===== config.mk =====
export PLATFORM = sky130hd
export DESIGN_NAME = saes_encrypt_iter_flat
export DESIGN_NICKNAME = d
export VERILOG_FILES = /design/src/rtl/saes_pkg.sv /design/src/rtl/saes_encrypt_iter_if.sv /design/src/rtl/saes_key_expand.sv /design/src/rtl/saes_encrypt_iter.sv /design/src/flat_wrapper.sv
export SDC_FILE = /design/constraint.sdc
export NUM_CORES = 1
export LEC_CHECK = 0
export CORE_MARGIN = 8
export CORE_UTILIZATION = 52
export CTS_CLUSTER_DIAMETER = 30
export DETAILED_ROUTE_END_ITERATION = 10
export GPL_ROUTABILITY_DRIVEN = 0
export PLACE_DENSITY = 0.77
export SKIP_CTS_REPAIR_TIMING = 1
export SYNTH_ARGS = -nofsm -noshare
export SYNTH_HDL_FRONTEND = slang
export SYNTH_SLANG_ARGS = --single-unit

===== constraint.sdc =====
create_clock -name clk -period 2.3 [get_ports clk]
set_clock_uncertainty 0.1 [all_clocks]
set_input_delay 0.46 -clock clk [delete_from_list [all_inputs] [get_ports clk]]
set_output_delay 0.46 -clock clk [all_outputs]
set_load 0.005 [all_outputs]

===== src/rtl/saes_pkg.sv =====
// saes_pkg: S-AES constants, nibble/byte helpers and FSM state type
package saes_pkg;
  localparam logic [0:15][3:0] SBOX = {4'h9, 4'h4, 4'hA, 4'hB, 4'hD, 4'h1, 4'h8, 4'h5,
                                       4'h6, 4'h2, 4'h0, 4'h3, 4'hC, 4'hE, 4'hF, 4'h7};
  localparam logic [7:0] RCON1 = 8'h80;
  localparam logic [7:0] RCON2 = 8'h30;
  typedef enum logic [1:0] {IDLE, R1, R2, DONE} state_e;
  function automatic logic [7:0] sub_nib8(input logic [7:0] b);
    return {SBOX[b[7:4]], SBOX[b[3:0]]};
  endfunction
  function automatic logic [15:0] sub_nib16(input logic [15:0] s);
    return {sub_nib8(s[15:8]), sub_nib8(s[7:0])};
  endfunction
  function automatic logic [7:0] rot_nib(input logic [7:0] b);
    return {b[3:0], b[7:4]};
  endfunction
  function automatic logic [15:0] shift_rows(input logic [15:0] s);
    return {s[15:12], s[3:0], s[7:4], s[11:8]};
  endfunction
  // multiply by x^2 in GF(2^4) mod x^4+x+1: two reduced left shifts
  function automatic logic [3:0] gf16_mul4(input logic [3:0] a);
    logic [3:0] t;
    t = {a[2:0], 1'b0} ^ (a[3] ? 4'h3 : 4'h0);
    return {t[2:0], 1'b0} ^ (t[3] ? 4'h3 : 4'h0);
  endfunction
  function automatic logic [15:0] mix_col(input logic [15:0] s);
    return {s[15:12] ^ gf16_mul4(s[11:8]), gf16_mul4(s[15:12]) ^ s[11:8],
            s[7:4] ^ gf16_mul4(s[3:0]), gf16_mul4(s[7:4]) ^ s[3:0]};
  endfunction
endpackage


===== src/rtl/saes_encrypt_iter_if.sv =====
// saes_encrypt_iter_if: valid/ready plaintext-in and ciphertext-out bus
interface saes_encrypt_iter_if;
  logic        in_valid;
  logic        in_ready;
  logic [15:0] codein;
  logic [15:0] key;
  logic        out_valid;
  logic        out_ready;
  logic [15:0] codeout;
  modport master (output in_valid, codein, key, out_ready, input in_ready, out_valid, codeout);
  modport slave (input in_valid, codein, key, out_ready, output in_ready, out_valid, codeout);
endinterface


===== src/rtl/saes_key_expand.sv =====
// saes_key_expand: combinational S-AES round-key expansion, key -> K1, K2
module saes_key_expand
  import saes_pkg::*;
(
  input  logic [15:0] key,
  output logic [15:0] k1,
  output logic [15:0] k2
);
  logic [7:0] w2, w3, w4;
  assign w2 = key[15:8] ^ RCON1 ^ sub_nib8(rot_nib(key[7:0]));
  assign w3 = w2 ^ key[7:0];
  assign w4 = w2 ^ RCON2 ^ sub_nib8(rot_nib(w3));
  assign k1 = {w2, w3};
  assign k2 = {w4, w4 ^ w3};
endmodule


===== src/rtl/saes_encrypt_iter.sv =====
// saes_encrypt_iter: iterative S-AES encryptor, one round per clock
module saes_encrypt_iter
  import saes_pkg::*;
#(
  parameter bit HOLD_OUTPUT = 1'b1
) (
  input  logic clk,
  input  logic rst,
  saes_encrypt_iter_if.slave bus,
  output logic busy
);
  state_e      state_q, state_d;
  logic [15:0] st_q, st_d, k1_q, k1_d, k2_q, k2_d, codeout_q, codeout_d;
  logic        out_valid_q, out_valid_d;
  logic [15:0] k1_w, k2_w;
  logic        accept;
  saes_key_expand u_key_expand (.key(bus.key), .k1(k1_w), .k2(k2_w));
  assign bus.in_ready  = ~rst & ((state_q == IDLE) | ((state_q == DONE) & bus.out_ready));
  assign bus.out_valid = out_valid_q;
  assign bus.codeout   = codeout_q;
  assign busy          = (state_q == R1) | (state_q == R2);
  assign accept        = bus.in_valid & bus.in_ready;
  always_comb begin
    state_d     = state_q;
    st_d        = st_q;
    k1_d        = k1_q;
    k2_d        = k2_q;
    codeout_d   = codeout_q;
    out_valid_d = out_valid_q;
    case (state_q)
      R1: begin
        st_d    = mix_col(shift_rows(sub_nib16(st_q))) ^ k1_q;
        state_d = R2;
      end
      R2: begin
        codeout_d   = shift_rows(sub_nib16(st_q)) ^ k2_q;
        out_valid_d = 1'b1;
        state_d     = DONE;
      end
      DONE: if (bus.out_ready) begin
        out_valid_d = 1'b0;
        codeout_d   = HOLD_OUTPUT ? codeout_q : 16'h0000;
        state_d     = IDLE;
      end
      default: ;
    endcase
    // a new block can be loaded from IDLE or on the DONE output handshake
    if (accept) begin
      st_d    = bus.codein ^ bus.key;
      k1_d    = k1_w;
      k2_d    = k2_w;
      state_d = R1;
    end
  end
  always_ff @(posedge clk or posedge rst) begin
    if (rst) begin
      state_q     <= IDLE;
      st_q        <= '0;
      k1_q        <= '0;
      k2_q        <= '0;
      codeout_q   <= '0;
      out_valid_q <= 1'b0;
    end else begin
      state_q     <= state_d;
      st_q        <= st_d;
      k1_q        <= k1_d;
      k2_q        <= k2_d;
      codeout_q   <= codeout_d;
      out_valid_q <= out_valid_d;
    end
  end
endmodule


===== src/flat_wrapper.sv =====
// flat-port wrapper written by rule: the top's interface ports become plain ports
module saes_encrypt_iter_flat import saes_pkg::*;
#(
  parameter bit HOLD_OUTPUT = 1'b1
)
  (clk, rst, busy, bus_in_valid, bus_codein, bus_key, bus_out_ready, bus_in_ready, bus_out_valid, bus_codeout);
  saes_encrypt_iter_if bus_i ();
  input  logic clk;
  input  logic rst;
  output logic busy;
  input wire logic [$bits(bus_i.in_valid)-1:0] bus_in_valid;
  input wire logic [$bits(bus_i.codein)-1:0] bus_codein;
  input wire logic [$bits(bus_i.key)-1:0] bus_key;
  input wire logic [$bits(bus_i.out_ready)-1:0] bus_out_ready;
  output wire logic [$bits(bus_i.in_ready)-1:0] bus_in_ready;
  output wire logic [$bits(bus_i.out_valid)-1:0] bus_out_valid;
  output wire logic [$bits(bus_i.codeout)-1:0] bus_codeout;
  assign bus_i.in_valid = bus_in_valid;
  assign bus_i.codein = bus_codein;
  assign bus_i.key = bus_key;
  assign bus_i.out_ready = bus_out_ready;
  assign bus_in_ready = bus_i.in_ready;
  assign bus_out_valid = bus_i.out_valid;
  assign bus_codeout = bus_i.codeout;
  saes_encrypt_iter #(.HOLD_OUTPUT(HOLD_OUTPUT)) u_core (.clk(clk), .rst(rst), .bus(bus_i), .busy(busy));
endmodule

# Yosys cells after proc, flatten, opt, wreduce, memory -nomap -nowiden
# Memory sizes are Yosys's and may differ from the RTL's.
# Cells that the tools add are included.
# Widths: inputs -> output; s select.
totals:
  register_bits: 67
  input_bits: 36
  out_inout_bits: 19
  romBits: 512
  mem_count: 8
  wordCells: 99
op_classes:
  n_lt_le_gt_ge: 8
  n_eq_ne: 5
  n_mux: 31
  reduce_logical: 6
  bitwise_logic: 35
mem_list:
  columns: ["memory", "words", "word_bits", "read_ports", "rd_ports_with_merged_regs", "write_ports", "line_no", "source"]
  rows:
  - ["(no name shown)", 16, 4, 1, 0, 0, "saes_pkg.sv:9", "return {SBOX[b[7:4]], SBOX[b[3:0]]};"]
  - ["(no name shown)", 16, 4, 1, 0, 0, "saes_pkg.sv:9", null]
  - ["(no name shown)", 16, 4, 1, 0, 0, "saes_pkg.sv:9", null]
  - ["(no name shown)", 16, 4, 1, 0, 0, "saes_pkg.sv:9", null]
  - ["(no name shown)", 16, 4, 1, 0, 0, "saes_pkg.sv:9", null]
  - ["(no name shown)", 16, 4, 1, 0, 0, "saes_pkg.sv:9", null]
  - ["2 more memories", null, null, null, null, null, null, null]
op_table:
  columns: ["operator", "count"]
  rows:
  - ["$mux 4", 16]
  - ["$xor 16x16->16", 3]
  - ["$xor 4x4->4", 12]
  - ["$ge 5x5->1 const B", 8]
  - ["$not 4->5", 8]
  - ["$mux 16", 2]
  - ["$xor 8x8->8", 4]
  - ["$mux 2", 10]
  - ["$pmux 2 s3", 1]
  - ["$eq 2x2->1 const B", 2]
  - ["$reduce_and 2->1", 2]
  - ["$reduce_bool 2->1", 2]
  - ["$reduce_bool 4->1", 1]
  - ["$and 1x1->1", 3]
  - ["$ne 3x2->1 const B", 1]
  - ["$eq 2x1->1 const B", 1]
  - ["$logic_not 2->1", 1]
  - ["$ne 2x2->1 const B", 1]
  - ["$not 1->1", 2]
  - ["$not 2->2", 1]
  - ["$or 1x1->1", 2]
  - ["$pmux 1 s2", 1]
  - ["$mux 1", 1]

# Longest topological paths before layout
# Gate-level depths: netlist of the first run.
logic_depth:
  word_depth: 12
  mapped_depth: 13
  mapped_depth_nobuf: 12

# By module
# Synthesis of the first run repeated with hierarchy kept, for this count alone.
hier_totals:
  cells_unflattened: 604
  area_unflattened_um2: 5555.3
by_module_without_submodules:
  columns: ["module", "cells_each", "instances", "area_per_inst_um2"]
  rows:
  - ["saes_encrypt_iter", 473, 1, 4375.4]
  - ["saes_key_expand", 131, 1, 1179.9]

# Worst setup path after synthesis of the first run
# Ideal clock, no wire load.
synth_path:
  path_kind: "input to register"
  startpoint: "input port bus_key[5]"
  endpoint: "register u_core.k2_q[12]"
  setup_slack_ns: -0.575
  t_arrival_ns: 2.639
  setup_time_ns: 0.137
  stages: 13
  cell_sequence: "buf_2 > inv_1 > ha_1 > inv_1 > mux4_2 > xnor2_2 > inv_1 > ha_1 > inv_1 > mux2_2 > mux2i_2 > xor2_1 > o21ai_0"
synth_between:
  elab_chain_len: 11
synth_rtl:
  columns: ["item", "line_no", "source"]
  rows:
  - ["from (decl)", "flat_wrapper.sv:13", "input wire logic [$bits(bus_i.key)-1:0] bus_key;"]
  - ["$not 4->5 (not written as such)", "saes_pkg.sv:9", null]
  - ["$mem_v2 16x4", null, null]
  - ["$mux 4 (not written as such) (2 in series)", "saes_pkg.sv:9", null]
  - ["$xor 8x8->8", "saes_key_expand.sv:10", "assign w2 = key[15:8] ^ RCON1 ^ sub_nib8(rot_nib(key[7:0]));"]
  - ["$xor 8x8->8", "saes_key_expand.sv:11", "assign w3 = w2 ^ key[7:0];"]
  - ["$not 4->5 (not written as such)", "saes_pkg.sv:9", null]
  - ["$mem_v2 16x4", null, null]
  - ["$mux 4 (not written as such) (2 in series)", "saes_pkg.sv:9", null]
  - ["$xor 8x8->8", "saes_key_expand.sv:12", "assign w4 = w2 ^ RCON2 ^ sub_nib8(rot_nib(w3));"]
  - ["to (signal assigned)", "saes_encrypt_iter.sv:67", "k2_q <= k2_d;"]
  - ["to (decl)", "saes_encrypt_iter.sv:13", "logic [15:0] st_q, st_d, k1_q, k1_d, k2_q, k2_d, codeout_q, codeout_d;"]
# No other way between the ends. The select of a mux whose other input is x is not followed.
# A chain may end at the register's enable or synchronous reset.

# Worst setup path in the final report of the first run
layout_path:
  startpoint: "input port bus_key[4]"
  endpoint: "register u_core.k2_q[14]"
# Same word-level chain as after synthesis.

==> results of run 1 <==
## per-stage QoR
stage / cell area, um^2 / power (uW) / hold WS (ns) / util (%) / std cells
2_1_floorplan: 5230 / 6300 / 0.364 / - / 514
3_3_place_gp: 6500 / 8220 / 0.375 / 67.1 / 764
3_5_place_dp: 6500 / 8440 / 0.397 / 67.1 / 764
4_1_cts: 6720 / 9540 / 0.412 / 69.3 / 780
5_1_grt: 7100 / 10800 / 0.425 / 73.3 / 789
6_report: 7100 / 10000 / 0.407 / 73.3 / 789
## cell families (layout without fill, tap and decap cells)
kind of cell    after synthesis  after routing  share of synthesized area, %
buf+inv                      56            198                          4.63
xor+xnor                    108            108                          20.2
simple gates                101            101                          9.07
flops                        67             67                          32.7
compound gates               92             92                          12.0
fa+ha+maj                    41             41                          10.0
mux                          49             49                          11.5
## power groups by stage
stage | clock [uW] | combinational, uW | sequential, uW
after global placement | 0 | 5940 | 2280
after CTS | 1080 | 6160 | 2300
after global routing | 1140 | 7260 | 2400
final | 1070 | 6630 | 2330
after detailed placement | 0 | 6120 | 2320
after floorplan | 0 | 4160 | 2140
## flip-flops by register name (all words and copies together) (netlist names)
| register | count |
|---|---|
| u_core.bus.codeout | 16 |
| u_core.bus.out_valid | 1 |
| u_core.k1_q | 16 |
| u_core.k2_q | 16 |
| u_core.st_q | 16 |
| u_core.state_q | 2 |
## critical path, delay by kind of cell
family	cells	cell delay, ns
xor gates and xnor gates	2	0.40
buffers and inverters	3	0.16
adders and majority gates	2	0.60
muxes	1	0.49
AOI/OAI and AO/OA	3	0.53
## per-layer routing
metal	GRT usage, %	vias up	routed length, um
met4	7.62	0	445
met5	0	-	0
met3	3.52	32	548
li1	-	1984	-
met2	34.3	108	6730
met1	21.9	2044	5330
## final timing paths
| kind | end | slack [ns] | start |
|---|---|---|---|
| max | u_core.k2_q[14]$_DFFE_PP0N_ | -0.20 | bus_key[4] |
| min | u_core.bus.codeout[3]$_DFFE_PP0P_ | 0.41 | u_core.bus.codeout[3]$_DFFE_PP0P_ |
| max reg2reg | u_core.st_q[6]$_DFFE_PP0P_ | 0.08 | u_core.st_q[9]$_DFFE_PP0P_ |
| min reg2reg | u_core.bus.codeout[3]$_DFFE_PP0P_ | 0.41 | u_core.bus.codeout[3]$_DFFE_PP0P_ |
| max in group asynchronous | u_core.state_q[1]$_DFFE_PP0P_ | 1.37 | rst |
| min in group asynchronous | u_core.state_q[0]$_DFFE_PP0P_ | 0.44 | rst |
## placed cells by master, fill, tap and decap left out, types with 4 or more instances in the layout
| cell type | Yosys | layout |
|---|---|---|
| nor3_1 | 8 | 8 |
| o211ai_1 | 6 | 6 |
| buf_4 | 2 | 91 |
| inv_1 | 27 | 18 |
| nor2_1 | 23 | 23 |
| mux2i_1 | 24 | 22 |
| clkdlybuf4s50_1 | 0 | 45 |
| a31oi_4 | 1 | 4 |
| o21ai_0 | 30 | 25 |
| ha_1 | 41 | 35 |
| mux2_2 | 18 | 16 |
| xor2_1 | 27 | 24 |
| xor2_2 | 3 | 5 |
| dlymetal6s2s_1 | 0 | 5 |
| ha_4 | 0 | 5 |
| buf_6 | 2 | 6 |
| dfrtp_1 | 67 | 66 |
| xnor2_1 | 72 | 61 |
| xnor2_2 | 4 | 14 |
| and2_1 | 4 | 4 |
| inv_2 | 0 | 5 |
| o21ai_1 | 9 | 14 |
| nor2b_1 | 5 | 5 |
| a21oi_2 | 1 | 4 |
| clkbuf_8 | 0 | 9 |
| clkinvlp_4 | 0 | 4 |
| mux4_2 | 3 | 4 |
| nand2_1 | 45 | 44 |
| nand3b_1 | 6 | 6 |
| a21oi_1 | 25 | 21 |
## final cells by class
type	count	area (um^2)
Clock buffer	10	128
Clock inverter	6	90.1
Fill cell	666	2580
Inverter	27	119
Multi-Input combinational cell	391	3540
Sequential cell	67	1680
Tap cell	133	166
Timing Repair Buffer	155	1390
==> impl_metrics.tcl, run 1 <==
set metrics [dict create \
    synth_top_area_share_pct 32.7 \
    worstSetupEndpointType "flip-flop" \
    grt_pass1_wl_um 19800 \
    p_per_area_mw_per_mm2 1410 \
    maxCapViolCount 0 \
    iteration_0_drc_markers 231 \
    die-height_um 115 \
    number_of_nets_in_the_finished_design 728 \
    drcViolationCount 0 \
    netlist-cell-type-count 55 \
    run_status "finished, violations left" \
    timing_hold_violations_final 0 \
    worst_slack_ns -0.204 \
    dominantRegCellSynth "dfrtp_1" \
    ant_nets 0 \
    antenna_found_initial 0 \
    synth_top_cells_by_area "dfrtp_1 (33%), xnor2_1 (12%), ha_1 (10%)" \
    worstSetupPathType "in2reg" \
    std_cell_rows 36 \
    setup_total_negative_slack_ns -0.625 \
    layout_min_cycle_time_ns 2.50 \
    cts_tree "done" \
    crit_arrival_ns 2.64 \
    syn_avg_cell_area_um2 9.99 \
    detailed_place_hpwl_um 10000 \
    unrepaired_setup_endpoints_after_global_routing "true" \
    synth-async-reset-ratio_pct 100 \
    crit_required_ns 2.44 \
    pre_cts_ws_ns -0.960 \
    total_wire_length_um 13000 \
    net-switching-power_uw 4060 \
    share_comb_of_total_power_pct 66.1 \
    root_buffer "clkbuf_8" \
    worst-slew-pin-transition_ns 0.532 \
    synth_largest_area_cell "dfrtp_1" \
    fraction_of_power_consumed_by_sequential_logic_pct 23.2 \
    worst_skew_pair.late_latency_ns 0.35 \
    netlist_instances 514 \
    syn2layout_area_growth_pct 38.4 \
    rr_worst_depth 8 \
    cts_buffers 9 \
    crit_path_top_delay_cell "mux4_2" \
    fmaxAchievable_mhz 399 \
    design.die.area_mm2 0.0133 \
    hp-class "reg2reg" \
    netlist_area_mm2 0.00513 \
    io_buffer_count 54 \
    internal_power_uw 5970 \
    routed-via-count 4168 \
    design.core.area_mm2 0.00968 \
    worstPathMaxFanout 3 \
    numClockSinks 67 \
    clockBufferDepth 2 \
    synth_fp_nets 591 \
    largest_net_degree_at_the_start_of_global_routing 68 \
    crit_path_max_incr_delay_ns 0.49 \
    vias_in_the_first_global_route 4133 \
    layout_worst_path_cycle_share_pct 109 \
    timing.critical_path.cells "buf_8 -> inv_6 -> ha_4 -> inv_2 -> mux4_2 -> xnor2_2 -> ha_1 -> a21oi_2 -> a311oi_2 -> xnor2_1 -> o21ai_1" \
    cts_htree_levels 3 \
    cts.clk_slew.worst_paths_ns 0.08 \
    floorplan.initialDensity_pct 53.0 \
    globalRoute.totalOverflow 0 \
    layout-drive-gt1-share_pct 32.2 \
    routedWlPerCell_um 16.5 \
    violations "setup timing" \
    diodes 0 \
    power_leakage_uw 0.00313 \
    hold-path-cell-count 1 \
    slew_headroom_pct 64.2 \
    viasPerCell 5.28 \
    power.switching_fraction_pct 40.5 \
    final-max-slew-violation-count 0 \
    synthMostInstantiatedCell "xnor2_1" \
    design.portCount 55 \
    yosys_register_bits 67 \
    grtUsageTotal_pct 19.1 \
    yosysWarningCount 0 \
    detail_route.first_pass.iterations 5 \
    peakVddDrop_mv 0.576 \
    startpoint_class_of_the_critical_path "input pin" \
    synth-seq-area-share_pct 32.7 \
    setup-violations-final 7 \
    synth-edff-count 0 \
    floorplan.die.width_um 115 \
    share_clk_of_total_power_pct 10.7 \
    ys_top_cells_by_count "xnor2_1 (72), dfrtp_1 (67), nand2_1 (45)" \
]
Note: power is estimated with default switching activity, not from simulation.
==> inputs of run 2 (changes only) <==
clock period = 2.2 ns   (was 2.3 ns; I/O delays follow)
==> impl_metrics.tcl, run 2 (same netlist as run 1, synthesis figures left out) <==
set metrics [dict create \
    layout_common_cells "buf_4 (113), dfrtp_1 (65), xnor2_1 (56), clkdlybuf4s50_1 (44), nand2_1 (43)" \
    pre_cts_ws_ns -1.07 \
    setup-violations-final 19 \
    net-switching-power_uw 4940 \
    cts_htree_levels 3 \
    routed-via-count 4462 \
    share_comb_of_total_power_pct 69.2 \
    fmaxAchievable_mhz 402 \
    maxCapViolCount 0 \
    worstSetupEndpointType "flip-flop" \
    fraction_of_power_consumed_by_sequential_logic_pct 20.9 \
    floorplan.initialDensity_pct 53.0 \
    p_per_area_mw_per_mm2 1560 \
    layout_min_cycle_time_ns 2.49 \
    grtUsageTotal_pct 19.9 \
    crit_arrival_ns 2.66 \
    unrepaired_setup_endpoints_after_global_routing "true" \
    internal_power_uw 6980 \
    worstSetupPathType "in2reg" \
    iteration_0_drc_markers 312 \
    antenna_found_initial 0 \
    std_cell_rows 36 \
    timing.critical_path.cells "buf_12 -> inv_8 -> ha_4 -> inv_2 -> mux4_2 -> xnor2_2 -> ha_1 -> mux2i_1 -> mux2i_4 -> xor2_1 -> o21ai_1" \
    layout_commonest_cell "buf_4" \
    layout-drive-gt1-share_pct 39.3 \
    drcViolationCount 0 \
    largest_net_degree_at_the_start_of_global_routing 41 \
    fillerInstances 531 \
    crit_required_ns 2.37 \
    worst-slew-pin-transition_ns 0.476 \
    routedWlPerCell_um 19.2 \
    timing_hold_violations_final 0 \
    design.core.area_mm2 0.00968 \
    total_wire_length_um 15700 \
    layout_worst_path_cycle_share_pct 113 \
    violations "setup timing" \
    detail_route.first_pass.iterations 5 \
    number_of_nets_in_the_finished_design 759 \
    io_buffer_count 54 \
    numClockSinks 67 \
    worstPathMaxFanout 3 \
    crit_path_max_incr_delay_ns 0.49 \
    worst_skew_pair.late_latency_ns 0.36 \
    clockBufferDepth 2 \
    crit_path_top_delay_cell "mux4_2" \
    floorplan.die.width_um 115 \
    slew_headroom_pct 68.3 \
    diodes 0 \
    power.switching_fraction_pct 41.5 \
    peakVddDrop_mv 0.647 \
    detailed_place_hpwl_um 10400 \
    die-height_um 115 \
    worst_slack_ns -0.289 \
    design.die.area_mm2 0.0133 \
    setup_total_negative_slack_ns -1.88 \
    cts_tree "done" \
    ant_nets 0 \
    power_leakage_uw 0.00335 \
    startpoint_class_of_the_critical_path "input pin" \
    hp-class "in2async" \
    final-max-slew-violation-count 0 \
    root_buffer "clkbuf_8" \
    vias_in_the_first_global_route 4347 \
    cts.clk_slew.worst_paths_ns 0.08 \
    share_clk_of_total_power_pct 9.9 \
    rr_worst_depth 9 \
    globalRoute.totalOverflow 0 \
    cts_buffers 9 \
    syn2layout_area_growth_pct 48.8 \
    design.portCount 55 \
    run_status "finished, violations left" \
    viasPerCell 5.44 \
    grt_pass1_wl_um 20600 \
]
run 2: stage by stage:
stage               total power (uW)  instances  util [%]  area, um^2  hold WS (ns)
floorplan                       6590        514         -        5230         0.364
global placement                8740        778      68.2        6610         0.382
detailed placement              8990        778      68.2        6610         0.393
CTS                            10200        794      70.6        6830         0.368
global route                   12600        820      78.9        7640         0.403
finish                         11900        820      78.9        7640         0.369
run 2: metal layers:
layer,GRT usage [%],vias up,part of all wire (%)
met2,35.9,160,53
li1,-,2055,-
met4,8.23,0,4.7
met3,3.83,48,5.0
met1,22.5,2199,37
met5,0,-,0
run 2: path summary, 6_finish.rpt:
| kind | to | slack (ns) | start |
|---|---|---|---|
| min reg2reg | u_core.bus.codeout[7]$_DFFE_PP0P_ | 0.41 | u_core.bus.codeout[7]$_DFFE_PP0P_ |
| max | u_core.k2_q[12]$_DFFE_PP0N_ | -0.29 | bus_key[4] |
| max reg2reg | u_core.st_q[12]$_DFFE_PP0P_ | -0.14 | u_core.st_q[13]$_DFFE_PP0P_ |
| min | u_core.k2_q[0]$_DFFE_PP0N_ | 0.37 | rst |
| min in group clk | u_core.bus.codeout[7]$_DFFE_PP0P_ | 0.41 | u_core.bus.codeout[7]$_DFFE_PP0P_ |
| max in group asynchronous | u_core.k1_q[13]$_DFFE_PP0N_ | 1.16 | rst |
run 2: final cells by class:
| type | instances | area (um^2) | share of cell area [%] |
|---|---|---|---|
| Inverter | 27 | 130 | 1.70 |
| Sequential cell | 67 | 1680 | 22.0 |
| Tap cell | 133 | 166 | 2.18 |
| Timing Repair Buffer | 186 | 1690 | 22.1 |
| Clock inverter | 4 | 72.6 | 0.950 |
| Clock buffer | 12 | 155 | 2.03 |
| Multi-Input combinational cell | 391 | 3740 | 49.0 |
run 2: worst max-delay path: cells and delay by family:
family	cells	cell delay (ns)
AOI/OAI and AO/OA	1	0.17
xor gates and xnor gates	2	0.42
adders and majority gates	2	0.56
muxes	3	0.89
buffers and inverters	3	0.16
run 2: power groups by stage:
stage	logic, uW	registers, uW	clock network [uW]
floorplan	4350	2240	0
global placement	6340	2400	0
detailed placement	6550	2440	0
CTS	6600	2420	1170
global route	8790	2560	1240
finish	8240	2490	1180
==> inputs of run 3 (changes only) <==
CTS_CLUSTER_DIAMETER = 80   (was 30)
==> results of run 3 <==
Same layout as run 2: the final DEF is identical, and so are final timing and power.
